**src/rtl/sigma_mem_arbiter.sv**
```systemverilog
// Two-requester (CPU, DMA) arbiter for one shared memory port; one access in flight at a time.
// Define SIGMA_ARB_ROUND_ROBIN_EN for alternating grants; default build is fixed CPU priority.
module sigma_mem_arbiter (
    input  logic        clk,
    input  logic        reset,
    input  logic        cpu_req,
    input  logic        cpu_we,
    input  logic [31:0] cpu_addr,
    input  logic [31:0] cpu_wdata,
    output logic        cpu_gnt,
    output logic        cpu_rvalid,
    output logic [31:0] cpu_rdata,
    input  logic        dma_req,
    input  logic        dma_we,
    input  logic [31:0] dma_addr,
    input  logic [31:0] dma_wdata,
    output logic        dma_gnt,
    output logic        dma_rvalid,
    output logic [31:0] dma_rdata,
    output logic        mem_req,
    output logic        mem_we,
    output logic [31:0] mem_addr,
    output logic [31:0] mem_wdata,
    input  logic        mem_ready,
    input  logic [31:0] mem_rdata,
    output logic        busy,
    output logic        owner
);

    localparam int unsigned AW = 32;
    localparam int unsigned DW = 32;

    typedef enum logic [1:0] {IDLE, CPU_XFER, DMA_XFER} state_t;

    state_t state_q, state_d;
    logic   pick_dma;

`ifdef SIGMA_ARB_ROUND_ROBIN_EN
    logic rr_dma_next;

    // Pointer names the requester that wins the next tie; starts at CPU.
    always_ff @(posedge clk or posedge reset) begin
        if (reset) begin
            rr_dma_next <= 1'b0;
        end else if (cpu_gnt) begin
            rr_dma_next <= 1'b1;
        end else if (dma_gnt) begin
            rr_dma_next <= 1'b0;
        end
    end

    always_comb begin
        pick_dma = dma_req && (!cpu_req || rr_dma_next);
    end
`else
    always_comb begin
        pick_dma = dma_req && !cpu_req;
    end
`endif

    // Next state and combinational grants (grants only in IDLE, never during reset).
    always_comb begin
        state_d = state_q;
        cpu_gnt = 1'b0;
        dma_gnt = 1'b0;
        case (state_q)
            IDLE: begin
                if (!reset) begin
                    if (pick_dma) begin
                        dma_gnt = 1'b1;
                        state_d = DMA_XFER;
                    end else if (cpu_req) begin
                        cpu_gnt = 1'b1;
                        state_d = CPU_XFER;
                    end
                end
            end
            CPU_XFER, DMA_XFER: begin
                if (mem_ready) begin
                    state_d = IDLE;
                end
            end
            default: state_d = IDLE;
        endcase
    end

    always_ff @(posedge clk or posedge reset) begin
        if (reset) begin
            state_q <= IDLE;
        end else begin
            state_q <= state_d;
        end
    end

    // Memory command capture, completion pulses and read-data return.
    always_ff @(posedge clk or posedge reset) begin
        if (reset) begin
            mem_req    <= 1'b0;
            mem_we     <= 1'b0;
            mem_addr   <= '0;
            mem_wdata  <= '0;
            cpu_rvalid <= 1'b0;
            cpu_rdata  <= '0;
            dma_rvalid <= 1'b0;
            dma_rdata  <= '0;
            busy       <= 1'b0;
            owner      <= 1'b0;
        end else begin
            cpu_rvalid <= 1'b0;
            dma_rvalid <= 1'b0;
            busy       <= (state_d != IDLE);
            if (cpu_gnt) begin
                mem_req   <= 1'b1;
                mem_we    <= cpu_we;
                mem_addr  <= AW'(cpu_addr);
                mem_wdata <= DW'(cpu_wdata);
                owner     <= 1'b0;
            end else if (dma_gnt) begin
                mem_req   <= 1'b1;
                mem_we    <= dma_we;
                mem_addr  <= AW'(dma_addr);
                mem_wdata <= DW'(dma_wdata);
                owner     <= 1'b1;
            end else if ((state_q != IDLE) && mem_ready) begin
                mem_req   <= 1'b0;
                mem_we    <= 1'b0;
                mem_addr  <= '0;
                mem_wdata <= '0;
                // Writes still complete with a pulse but return zero data.
                if (state_q == CPU_XFER) begin
                    cpu_rvalid <= 1'b1;
                    cpu_rdata  <= mem_we ? '0 : DW'(mem_rdata);
                end else begin
                    dma_rvalid <= 1'b1;
                    dma_rdata  <= mem_we ? '0 : DW'(mem_rdata);
                end
            end
        end
    end

endmodule

```
**config.mk**
```make
export PLATFORM = sky130hd
export DESIGN_NAME = sigma_mem_arbiter
export DESIGN_NICKNAME = d
export VERILOG_FILES = /design/src/rtl/sigma_mem_arbiter.sv
export SDC_FILE = /design/constraint.sdc
export NUM_CORES = 1
export LEC_CHECK = 0
export ABC_AREA = 1
export BUFFER_PORTS_ARGS = -buffer_cell sky130_fd_sc_hd__buf_2
export CAP_MARGIN = 20
export CORE_UTILIZATION = 40
export CTS_BUF_LIST = sky130_fd_sc_hd__clkbuf_8
export CTS_CLUSTER_DIAMETER = 150
export CTS_CLUSTER_SIZE = 28
export DETAILED_ROUTE_END_ITERATION = 16
export PLACE_DENSITY = 0.72
export REMOVE_ABC_BUFFERS = 1
export SYNTH_ARGS = -nofsm -noshare
export SYNTH_HDL_FRONTEND = slang
export SYNTH_SLANG_ARGS = --single-unit
export TNS_END_PERCENT = 20
```
**constraint.sdc**
```tcl
create_clock -name clk -period 6.15 [get_ports clk]
set_input_delay 0.615 -clock clk [delete_from_list [all_inputs] [get_ports clk]]
set_output_delay 0.615 -clock clk [all_outputs]
set_load 0.02 [all_outputs]
```
# Word level (Yosys, flattened, before mapping)
# Index checks and enable logic that the tools add are counted.
[totals]
ff_bits = 136
latch_bits = 0
mem_bits_rw = 0
rom_bits = 0
inputBits = 167
output_inout_bits = 136
n_memories = 0
[classes]
n_addsub = 0
multipliers = 0
n_div = 0
n_lt_le_gt_ge = 0
eq_ne = 2
n_shift = 0
muxes = 33
bitwise_logic = 3
n_reduce_logical = 11
[op_table]
columns = ["operator", "count"]
rows = [
  ["$mux 32", 6],
  ["$mux 1", 22],
  ["$mux 2", 4],
  ["$reduce_and 4->1", 2],
  ["$reduce_bool 2->1", 3],
  ["$pmux 2 s2", 1],
  ["$not 1->1", 3],
  ["$reduce_bool 3->1", 1],
  ["$eq 2x1->1 const B", 1],
  ["$eq 2x2->1 const B", 1],
  ["$logic_and 1x1->1", 2],
  ["$logic_not 2->1", 1],
  ["$reduce_or 2->1", 1],
  ["$logic_not 1->1", 1],
]

# Depth between registers and ports, before layout
[depth]
ltp_word = 7
depth_mapped = 11
mapped_depth_nobuf = 8

# Worst setup path after synthesis
# OpenSTA, ideal clock, no wires.
[synth_path]
kind = "input -> register"
startpoint = "input port reset"
endpoint = "register mem_wdata[19]"
setup_time_ps = 66
arrival_ps = 5292
slack_ps = 793
path_stages = 6
path_cell_list = "inv_2 -> clkbuf_1 -> nand4_1 -> nand2_1 -> inv_1 -> nand2_1"
[synth_via]
elab_chain_cells = 4
word_cells_on_any_way = 7
cone_classes = "mux: 6; reduce/logical: 1"
[synth_lines]
columns = ["element", "line", "text"]
rows = [
  ["start: declaration", "5", "input logic reset,"],
  ["$mux 1", "68", "if (!reset) begin"],
  ["$mux 1", "66", "case (state_q)"],
  ["$mux 32", "118", "end else if (dma_gnt) begin"],
  ["$mux 32", "112", "if (cpu_gnt) begin"],
  ["end signal: assignment", "116", "mem_wdata <= DW'(cpu_wdata);"],
  ["end signal: assignment", "122", "mem_wdata <= DW'(dma_wdata);"],
  ["end: declaration", "23", "output logic [31:0] mem_wdata,"],
]
# Parallel ways exist; a longest one is shown, timed or not.
# A chain may end at the register's enable or synchronous reset.

# Worst setup path after layout
[layout_path]
startpoint = "register state_q[0]"
endpoint = "output port cpu_gnt"
[layout_via]
elab_chain_cells = 2
[layout_lines]
columns = ["element", "line", "text"]
rows = [
  ["start: declaration", "35", "state_t state_q, state_d;"],
  ["start signal: assignment", "91", "state_q <= state_d;"],
  ["$logic_not 2->1", "66", ""],
  ["$mux 1", "66", ""],
  ["end: declaration", "10", "output logic cpu_gnt,"],
]
# No other way between the ends.

==> results_dict.tcl <==
set metrics [dict create \
    outcome "finished, final reports clean" \
    wl_met2_um 9770 \
    first_iter_violations 431 \
    cp.required_ps 5530 \
    diodes 0 \
    final_cell_mix "nand2_1, buf_2, dfrtp_1, nand4_1, inv_1" \
    pre_cts_slack_ps 2700 \
    critical_path_class "reg -> out" \
    synth_top_family_by_area "simple AND/OR/NAND/NOR gates" \
    crit_path_max_fanout 68 \
    grt_max_degree 79 \
    numPortBuffers 302 \
    holdBufCountCts 0 \
    insertion_delay_ps 450 \
    synthXorXnorAreaFrac_pct 0 \
    first_global_vias 6436 \
    finalCritPeriodShare_pct 63.7 \
    dieHeight_um 133 \
    drcViolationCount 0 \
    met3_wirelength_um 1030 \
    clk_pin_slew_ps 80 \
    final_common_cell "nand2_1" \
    cp-end-kind "output pin" \
    cts-root-buf "clkbuf_8" \
    n_fill_cell 1659 \
    synth_cells 892 \
    synthMuxAreaShare_pct 0 \
    fin_setup_tns_ps 0 \
    nets 1320 \
    track_usage_pct 23.1 \
    async_reset_ff_share_pct 100 \
    yosys.cell_types.count 18 \
    slew_headroom_pct 43.0 \
    ys.flop_type "dfrtp_1" \
    gp_congestion 0.874 \
    drive_above_1_share_pct 30.3 \
    rows 47 \
    top_layer "met4" \
    synthSimpleGateAreaFrac_pct 32.8 \
    wl_per_cell_um 14.6 \
    yosysSeqAreaShare_pct 49.8 \
    post-cts-setup-buffers 0 \
    synth-seq-cells 136 \
    cts-buffers-inserted 17 \
    min_path_type "in -> async" \
    synth_compound_area_share_pct 4.90 \
    ir_drop_mv 0.176 \
    finalClockSkew_ps 12.2 \
    rsz0062_at_grt "no" \
    wl_met1_um 8670 \
    synth_edf_count 0 \
    cellLeakagePower_uw 0.00523 \
    clockBufferDepth 2 \
    maxCapViolations 0 \
    maxClockFrequency_mhz 255 \
    p_total_uw 4330 \
    pin_count 303 \
    grt_first_pass_wirelength_um 32100 \
    fp.coreArea_sq_mm 0.0166 \
    worst_setup_path_start_kind "register" \
    cts-resized-gates 0 \
    synthesis.area_sq_mm 0.00684 \
    routed_via_density 4.99 \
    hold_violations 0 \
    drtPass1Iterations 4 \
    cts_sinks 136 \
    critPathArrivalTime_ps 3310 \
    synthAdderAreaFrac_pct 0.549 \
    period_needed_ps 3920 \
    setup_ws_ps 2230 \
    ys_warn_count 0 \
    dp_hpwl_um 13700 \
    start_util_pct 41.1 \
    finalSetupViolCount 0 \
    ant_nets 0 \
    worst_pin_slew_ps 855 \
    syn_to_final_growth_pct 28.1 \
    drt_wl_total_um 20200 \
    htreeDepth 4 \
    antenna_found_initial 0 \
    cts_tree "done" \
    gr-total-overflow 0 \
    dieArea_sq_mm 0.0176 \
    die_w_um 133 \
    slew_violations 0 \
    num_vias 6908 \
    syn_area_per_cell_sq_um 7.67 \
    power.density_mw_per_mm2 494 \
]
-- final timing paths --
| check | startpoint | end | slack (ps) | cells past startpoint |
|---|---|---|---|---|
| max in group asynchronous | reset | owner | 4640 | 3 |
| hold / removal | reset | dma_rdata[0] | 280 | 2 |
| hold reg to reg | dma_rdata[14] | dma_rdata[14] | 480 | 2 |
| setup reg to reg | state_q[0] | mem_we | 3140 | 11 |
| setup / recovery | state_q[0] | cpu_gnt | 2230 | 8 |
| min in group clk | cpu_addr[17] | mem_addr[17] | 450 | 5 |
-- cell type report --
class / instances / area, sq um / share of cell area (%)
flip-flops and latches: 136 / 3400 / 38.9
multi-input cells: 575 / 2640 / 30.1
repair buffers: 313 / 1590 / 18.2
inverters: 107 / 407 / 4.64
well taps: 220 / 275 / 3.14
clock buffers: 19 / 262 / 2.99
clock inverters: 13 / 178 / 2.03
-- registers in the layout, summed over array words and instances, names as in the netlist --
name / count
cpu_rvalid: 1
mem_we: 1
dma_rdata: 32
busy: 1
dma_rvalid: 1
state_q: 2
mem_req: 1
owner: 1
mem_wdata: 32
cpu_rdata: 32
mem_addr: 32
-- power breakdown --
part           internal, uW  leakage, uW  switching (uW)
sequential             1280      0.00174             198
combinational           589      0.00326            1450
clock                   461     0.000221             351
total                  2330      0.00523            2000
-- critical path, stage by stage (launching register included) --
cell and delay [ps]:
dfrtp_1 420, inv_1 100, ha_2 330, buf_4 530, nand3_2 120, buf_4 370
inv_2 100, buf_4 500, buf_2 280
-- cell usage after synthesis (3+ instances only) --
cell type / n / share of area, %
o21ai_0: 31 / 2.3
buf_4: 7 / 0.77
o21ai_1: 34 / 2.5
buf_2: 23 / 1.7
nand4_1: 130 / 12
inv_1: 105 / 5.8
ha_1: 3 / 0.55
nand2_1: 334 / 18
dfrtp_1: 136 / 50
clkbuf_1: 31 / 1.7
nand3_1: 5 / 0.37
nor2_1: 33 / 1.8
buf_6: 11 / 1.8
-- logic make-up (layout without fill, tap and decap cells) --
kind of cell    count (synthesis)  count (layout)
simple gates                  505             505
buf+inv                       181             452
flops                         136             136
compound gates                 67              67
fa+ha+maj                       3               3
-- metal layers --
layer	vias to the layer above	track usage, %
met2	243	37.6
met4	0	11.2
met3	46	4.52
li1	3385	-
met5	-	0
met1	3234	29.5
-- metrics by stage --
stage	hold WS (ps)	std cells	utilization, %	cell area (sq um)
2_1_floorplan	593	818	-	6420
3_3_place_gp	459	1351	50.0	8320
3_5_place_dp	464	1351	50.0	8320
4_1_cts	286	1383	52.6	8760
5_1_grt	301	1383	52.6	8760
6_report	275	1383	52.6	8760
No activity file was read; power rests on OpenSTA's default activity.
